==> src/rtl/spi_poll_master_pkg.sv <==
// Shared types and constants for the polling SPI master and its SCK generator.
// Holds the FSM state type, the SPI phase encodings and a counter-width helper.
package spi_poll_master_pkg;

    localparam int unsigned BYTE_W = 8;

    // CPHA values: which SCK edge of a bit samples miso
    localparam bit CPHA_LEAD_SAMPLE  = 1'b0;
    localparam bit CPHA_TRAIL_SAMPLE = 1'b1;

    typedef enum logic [2:0] {
        ST_IDLE,
        ST_SETUP,
        ST_SHIFT,
        ST_HOLD,
        ST_GAP
    } state_e;

    function automatic int unsigned cnt_w(input int unsigned max_val);
        return (max_val < 2) ? 1 : $clog2(max_val + 1);
    endfunction

endpackage

==> src/rtl/spi_poll_master_sck_gen.sv <==
// SCK generator: divides clk by CLK_DIV per half-period while enabled.
// Flags the cycle before each leading/trailing SCK edge; idles at CPOL when disabled.
module spi_sck_gen
    import spi_poll_master_pkg::*;
#(
    parameter int unsigned CLK_DIV = 50,
    parameter bit          CPOL    = 1'b0
) (
    input  logic clk,
    input  logic rst,
    input  logic en,
    output logic lead_tick,
    output logic trail_tick,
    output logic sck
);
    localparam int unsigned DW = cnt_w(CLK_DIV - 1);
    localparam logic [DW-1:0] DIV_LAST = DW'(CLK_DIV - 1);

    logic [DW-1:0] div_q, div_d;
    logic          phase_q, phase_d;
    logic          wrap;

    always_comb begin
        wrap    = en && (div_q == DIV_LAST);
        div_d   = div_q;
        phase_d = phase_q;
        if (!en) begin
            div_d   = '0;
            phase_d = 1'b0;
        end else if (wrap) begin
            div_d   = '0;
            phase_d = ~phase_q;
        end else begin
            div_d = div_q + 1'b1;
        end
    end

    always_ff @(posedge clk) begin
        if (rst) begin
            div_q   <= '0;
            phase_q <= 1'b0;
        end else begin
            div_q   <= div_d;
            phase_q <= phase_d;
        end
    end

    // ticks are asserted in the cycle whose closing edge moves sck
    assign lead_tick  = wrap & ~phase_q;
    assign trail_tick = wrap & phase_q;
    assign sck        = CPOL ^ phase_q;

endmodule

==> src/rtl/spi_poll_master.sv <==
// Parametrised full-duplex SPI burst master with optional free-running auto-poll.
// One burst shifts NBYTES bytes MSB first; the poll re-issues the last explicit command.
module spi_poll_master
    import spi_poll_master_pkg::*;
#(
    parameter int unsigned NBYTES      = 5,
    parameter int unsigned CLK_DIV     = 50,
    parameter bit          CPOL        = 1'b0,
    parameter bit          CPHA        = 1'b0,
    parameter int unsigned POLL_PERIOD = 0
) (
    input  logic                     clk,
    input  logic                     rst,
    input  logic                     start,
    input  logic [BYTE_W*NBYTES-1:0] tx_data,
    output logic [BYTE_W*NBYTES-1:0] rx_data,
    output logic                     busy,
    output logic                     done,
    output logic                     cs,
    output logic                     mosi,
    input  logic                     miso,
    output logic                     sck
);
    localparam int unsigned W         = BYTE_W * NBYTES;
    localparam int unsigned BCW       = cnt_w(W);
    localparam int unsigned TW        = cnt_w(CLK_DIV - 1);
    localparam int unsigned POLL_LAST = (POLL_PERIOD == 0) ? 0 : POLL_PERIOD - 1;
    localparam int unsigned PW        = cnt_w(POLL_LAST);
    localparam bit          POLL_EN   = (POLL_PERIOD != 0);
    localparam bit          SAMPLE_LEAD = (CPHA == CPHA_LEAD_SAMPLE);
    localparam bit          DRIVE_LEAD  = (CPHA == CPHA_TRAIL_SAMPLE);
    localparam logic [BCW-1:0] BIT_LAST = BCW'(W - 1);
    localparam logic [TW-1:0]  TMR_LAST = TW'(CLK_DIV - 1);
    localparam logic [PW-1:0]  POLL_MAX = PW'(POLL_LAST);

    state_e         state_q, state_d;
    logic           launch_q, launch_d;
    logic [W-1:0]   tx_sh_q, tx_sh_d;
    logic [W-1:0]   cmd_q, cmd_d;
    logic [W-1:0]   rx_sh_q, rx_sh_d;
    logic [W-1:0]   rx_data_q, rx_data_d;
    logic [BCW-1:0] bit_cnt_q, bit_cnt_d;
    logic [TW-1:0]  tmr_q, tmr_d;
    logic [PW-1:0]  poll_q, poll_d;
    logic           cs_q, cs_d;
    logic           mosi_q, mosi_d;
    logic           done_q, done_d;
    logic           sck_en, lead_tick, trail_tick;
    logic           can_accept, poll_due, accept;

    spi_sck_gen #(
        .CLK_DIV (CLK_DIV),
        .CPOL    (CPOL)
    ) u_sck_gen (
        .clk        (clk),
        .rst        (rst),
        .en         (sck_en),
        .lead_tick  (lead_tick),
        .trail_tick (trail_tick),
        .sck        (sck)
    );

    assign sck_en = (state_q == ST_SHIFT);

    always_comb begin
        state_d   = state_q;
        launch_d  = launch_q;
        tx_sh_d   = tx_sh_q;
        cmd_d     = cmd_q;
        rx_sh_d   = rx_sh_q;
        rx_data_d = rx_data_q;
        bit_cnt_d = bit_cnt_q;
        tmr_d     = tmr_q;
        poll_d    = poll_q;
        cs_d      = cs_q;
        mosi_d    = mosi_q;
        done_d    = 1'b0;

        // The poll counter saturates at expiry, so a poll that lands while busy stays pending.
        can_accept = (state_q == ST_IDLE) && !launch_q;
        poll_due   = POLL_EN && (poll_q == POLL_MAX);
        accept     = can_accept && (start || poll_due);

        if (accept) begin
            tx_sh_d  = start ? tx_data : cmd_q;
            cmd_d    = tx_sh_d;
            launch_d = 1'b1;
            poll_d   = '0;
        end else if (POLL_EN && (poll_q != POLL_MAX)) begin
            poll_d = poll_q + 1'b1;
        end

        unique case (state_q)
            ST_IDLE: begin
                if (launch_q) begin
                    launch_d  = 1'b0;
                    state_d   = ST_SETUP;
                    cs_d      = 1'b0;
                    mosi_d    = tx_sh_q[W-1];
                    tmr_d     = '0;
                    bit_cnt_d = '0;
                end
            end
            ST_SETUP: begin
                if (tmr_q == TMR_LAST) begin
                    state_d = ST_SHIFT;
                    tmr_d   = '0;
                end else begin
                    tmr_d = tmr_q + 1'b1;
                end
            end
            ST_SHIFT: begin
                if (lead_tick) begin
                    if (SAMPLE_LEAD) begin
                        rx_sh_d = {rx_sh_q[W-2:0], miso};
                    end
                    if (DRIVE_LEAD) begin
                        mosi_d  = tx_sh_q[W-1];
                        tx_sh_d = tx_sh_q << 1;
                    end
                end
                if (trail_tick) begin
                    if (!SAMPLE_LEAD) begin
                        rx_sh_d = {rx_sh_q[W-2:0], miso};
                    end
                    if (!DRIVE_LEAD && (bit_cnt_q != BIT_LAST)) begin
                        mosi_d  = tx_sh_q[W-2];
                        tx_sh_d = tx_sh_q << 1;
                    end
                    bit_cnt_d = bit_cnt_q + 1'b1;
                    if (bit_cnt_q == BIT_LAST) begin
                        state_d = ST_HOLD;
                    end
                end
            end
            ST_HOLD: begin
                if (tmr_q == TMR_LAST) begin
                    state_d   = ST_GAP;
                    tmr_d     = '0;
                    cs_d      = 1'b1;
                    done_d    = 1'b1;
                    rx_data_d = rx_sh_q;
                end else begin
                    tmr_d = tmr_q + 1'b1;
                end
            end
            ST_GAP: begin
                if (tmr_q == TMR_LAST) begin
                    state_d = ST_IDLE;
                    tmr_d   = '0;
                end else begin
                    tmr_d = tmr_q + 1'b1;
                end
            end
            default: state_d = ST_IDLE;
        endcase
    end

    always_ff @(posedge clk) begin
        if (rst) begin
            state_q   <= ST_IDLE;
            launch_q  <= 1'b0;
            tx_sh_q   <= '0;
            cmd_q     <= '0;
            rx_sh_q   <= '0;
            rx_data_q <= '0;
            bit_cnt_q <= '0;
            tmr_q     <= '0;
            poll_q    <= '0;
            cs_q      <= 1'b1;
            mosi_q    <= 1'b0;
            done_q    <= 1'b0;
        end else begin
            state_q   <= state_d;
            launch_q  <= launch_d;
            tx_sh_q   <= tx_sh_d;
            cmd_q     <= cmd_d;
            rx_sh_q   <= rx_sh_d;
            rx_data_q <= rx_data_d;
            bit_cnt_q <= bit_cnt_d;
            tmr_q     <= tmr_d;
            poll_q    <= poll_d;
            cs_q      <= cs_d;
            mosi_q    <= mosi_d;
            done_q    <= done_d;
        end
    end

    assign busy    = (state_q != ST_IDLE);
    assign done    = done_q;
    assign cs      = cs_q;
    assign mosi    = mosi_q;
    assign rx_data = rx_data_q;

endmodule

==> config.mk <==
export PLATFORM = sky130hd
export DESIGN_NAME = spi_poll_master
export DESIGN_NICKNAME = d
export VERILOG_FILES = /design/src/rtl/spi_poll_master_pkg.sv /design/src/rtl/spi_poll_master_sck_gen.sv /design/src/rtl/spi_poll_master.sv
export SDC_FILE = /design/constraint.sdc
export NUM_CORES = 1
export LEC_CHECK = 0
export CAP_MARGIN = 40
export CORE_UTILIZATION = 52
export DETAILED_ROUTE_END_ITERATION = 7
export PLACE_DENSITY = 0.82
export SYNTH_ARGS = -nofsm -noshare
export SYNTH_HDL_FRONTEND = slang
export SYNTH_HIERARCHICAL = 1
export SYNTH_SLANG_ARGS = --single-unit
==> constraint.sdc <==
create_clock -name clk -period 4.7 [get_ports clk]
set_input_delay 0.705 -clock clk [delete_from_list [all_inputs] [get_ports clk]]
set_output_delay 0.705 -clock clk [all_outputs]
set_load 0.005 [all_outputs]
==> flow_metrics.env <==
export IMPL_grt_pass1_vias=4319
export IMPL_dp_hpwl_um=7500
export IMPL_relSlewSlack_pct=50.2
export IMPL_cts_htree_levels=4
export IMPL_ant_nets=0
export IMPL_intPower_w=0.00216
export IMPL_p_sw_w=0.000567
export IMPL_rsz0062_at_grt="false"
export IMPL_syn_inst=638
export IMPL_final_common_cell="nand2_1"
export IMPL_start_util_pct=54.6
export IMPL_drt_total_wl_um=11600
export IMPL_via_per_inst=5.56
export IMPL_setup_worst_path_end="tx_sh_q[8]"
export IMPL_first_iter_violations=330
export IMPL_cts_tree="yes"
export IMPL_ys_seq_area_share_pct=51.0
export IMPL_peakVddDrop_mv=0.245
export IMPL_cp_startpoint="state_q[1]"
export IMPL_cts_buffers=17
export IMPL_gr_total_overflow=0
export IMPL_synth_seq_cells=146
export IMPL_nets=748
export IMPL_drive_gt1_share_pct=8.47
export IMPL_fin_tns_setup_ns=0
export IMPL_fillers=782
export IMPL_cts_path_max_buffers=2
export IMPL_status="finished, final reports clean"
export IMPL_route_vias_total=4689
export IMPL_p_sw_share_pct=20.8
export IMPL_fin_cells=844
export IMPL_syn_area_um2=5730
export IMPL_drv_cap=0
export IMPL_hold_start="cs"
export IMPL_cp_max_fo=78
export IMPL_grt_max_degree=79
export IMPL_worst_hold_path_type="flop to flop"
export IMPL_endpoint_kind="flop"
export IMPL_dieArea_um2=11500
export IMPL_powerDensity_nw_per_um2=381
export IMPL_cts_hold_buf=0
export IMPL_n_antenna_cell=0
export IMPL_clk_latency_ns=0.52
export IMPL_synth_top_flop_cell="dfxtp_1"
export IMPL_synth_warnings=6
export IMPL_maxSlewViolCount=0
export IMPL_cp_data_required_time_ns=5.12
export IMPL_arrival_ns=3.20
export IMPL_ioPinCount=89
export IMPL_finClkSkew_ns=0.00631
export IMPL_p_leak_nw=2.57
export IMPL_seqPwrFrac_pct=47.1
export IMPL_die_h_um=107
export IMPL_period_share_pct=59.1
export IMPL_cts_clk_slew_worst_paths_ns=0.06
export IMPL_worst_hold_slack_ns=0.448
export IMPL_fmaxAchievable_mhz=360
export IMPL_syn_avg_cell_area_um2=8.99
export IMPL_cts_resized=0
export IMPL_post_cts_buffers=0
export IMPL_crit_type="flop to flop"
export IMPL_max_stage_delay_ns=0.53
export IMPL_globalplace_congestion=0.820
export IMPL_cp_top_family="simple AND/OR/NAND/NOR gates"
export IMPL_start_kind="flop"
export IMPL_core_rowCount=37
export IMPL_core_um2=10500
export IMPL_cts_root_buf="clkbuf_8"
export IMPL_place_inst=816
export IMPL_final_hold_viol_count=0
export IMPL_drc=0
export IMPL_period_needed_ns=2.78
export IMPL_yosys_area_top_type="dfxtp_1"
export IMPL_crit_cells=7
export IMPL_ys_async_sr_fraction_pct=0
export IMPL_ys_types=52
export IMPL_syn_to_final_growth_pct=24.8
export IMPL_critical_path_cell_chain="nor3b_2, nand4bb_4, nor3_1, and4bb_2, o31ai_4, buf_4, a311oi_1"
export IMPL_cp_buffers_inverters=1
export IMPL_detail_route_wl_per_cell_um=13.7
export IMPL_pwr_share_clk_pct=47.2
export IMPL_dr_pass1_iters=5
export IMPL_synth_area_leaders="dfxtp_1 (51%), nand2_1 (11%), a22o_1 (6.3%)"
export IMPL_synth_edf_count=0
export IMPL_port_buffer_count=88
export IMPL_synth_fp_nets=687
export IMPL_reg2reg_to="tx_sh_q[8]"
export IMPL_p_comb_share_pct=5.7
export IMPL_synth_top_area_share_pct=51.0
export IMPL_critPathSlowestCell="nor3b_2"
export IMPL_grt_usage_pct=21.6
export IMPL_setup_viol=0
export IMPL_reg2reg_from="state_q[1]"
export IMPL_grt_antenna_before_repair=0
export IMPL_final_cell_mix="nand2_1 (173), dfxtp_1 (146), clkdlybuf4s50_1 (87), nor2_1 (51), a21oi_1 (47)"
export IMPL_reg2reg_depth=7
export IMPL_clock_sinks=146
export IMPL_worstMarginPinSlew_ns=0.747
export IMPL_reg2reg_slack_ns=1.92
export IMPL_grt_first_pass_wirelength_um=19800
export IMPL_fp_dieW_um=107
==> worst register-to-register path, stage by stage, from the launching register on <==
cell,delay (ns)
dfxtp_1,0.50
nor3b_2,0.53
nand4bb_4,0.19
nor3_1,0.27
and4bb_2,0.36
o31ai_4,0.09
buf_4,0.35
a311oi_1,0.39
==> cells in the mapped netlist (2+ instances only) <==
cell      count
a21oi_1      47
a22o_1       41
a311oi_1     35
a311oi_2      5
a31oi_1       3
and4bb_2      2
buf_2        11
buf_4         5
buf_6         9
clkbuf_1     30
dfxtp_1     146
ha_1          5
inv_1         7
nand2_1     173
nand2b_1      6
nand3_1       6
nand3b_1      2
nor2_1       52
nor2b_1       3
nor3_1        4
nor4_1        2
o21a_1        2
o21ai_0       4
o31ai_1       2
or2_2         2
or3_1         2
xnor2_1       6
xor2_1        2
==> power by group through the flow <==
stage | Clock [W] | Sequential [W] | Combinational (W)
after detailed placement | 0 | 0.00131 | 0.000154
after CTS | 0.00131 | 0.00129 | 0.000156
final | 0.00129 | 0.00129 | 0.000155
after floorplan | 0 | 0.00131 | 0.000106
after global placement | 0 | 0.00131 | 0.000148
after global routing | 0.00137 | 0.00129 | 0.000170
==> how the worst min path moves through the flow <==
stage	cells past startpoint	end
floorplan	2	rx_sh_q[39]
global placement	2	cs
detailed placement	2	cs
CTS	2	cs
global route	2	cs
finish	2	cs
==> stage by stage <==
step / power [W] / area [um2] / setup slack, ns / utilization (%)
final: 0.00273 / 7160 / 1.92 / 68.1
after global routing: 0.00283 / 7160 / 1.68 / 68.1
after CTS: 0.00275 / 7160 / 1.97 / 68.1
after detailed placement: 0.00147 / 6600 / 1.99 / 62.8
after global placement: 0.00146 / 6540 / 1.95 / 62.3
after floorplan: 0.00141 / 5730 / 2.50 / -
==> per-layer routing <==
| metal | wire length, um | up-vias | track usage (%) | part of all wire, % |
|---|---|---|---|---|
| met3 | 577 | 8 | 6.38 | 5.0 |
| met5 | 0 | - | 0 | 0 |
| li1 | - | 2326 | - | - |
| met1 | 5240 | 2213 | 27.1 | 45 |
| met2 | 5700 | 142 | 35.5 | 49 |
| met4 | 89 | 0 | 6.85 | 0.77 |
==> cell type report <==
cell class / instances / area [um2] / area share [%]
clock buffers: 22 / 453 / 6.33
clock inverters: 6 / 108 / 1.50
inverters: 8 / 30.0 / 0.420
multi-input cells: 429 / 2490 / 34.8
flip-flops and latches: 146 / 2920 / 40.8
well taps: 136 / 170 / 2.38
repair buffers: 97 / 986 / 13.8
==> registers in the layout, indices dropped and copies added (netlist names) <==
signal	flops
tmr_q	6
launch_q	1
bit_cnt_q	6
rx_data	40
u_sck_gen/div_q	6
tx_sh_q	40
state_q	3
mosi	1
done	1
cs	1
rx_sh_q	40
u_sck_gen/sck	1
==> cells by family after synthesis <==
kind of cell    synth area share [%]
compound gates                  20.4
xor+xnor                        1.22
fa+ha+maj                       1.09
buf+inv                         5.87
flops                           51.0
mux                            0.371
simple gates                    20.1
Power figures use the tool's default switching activity.
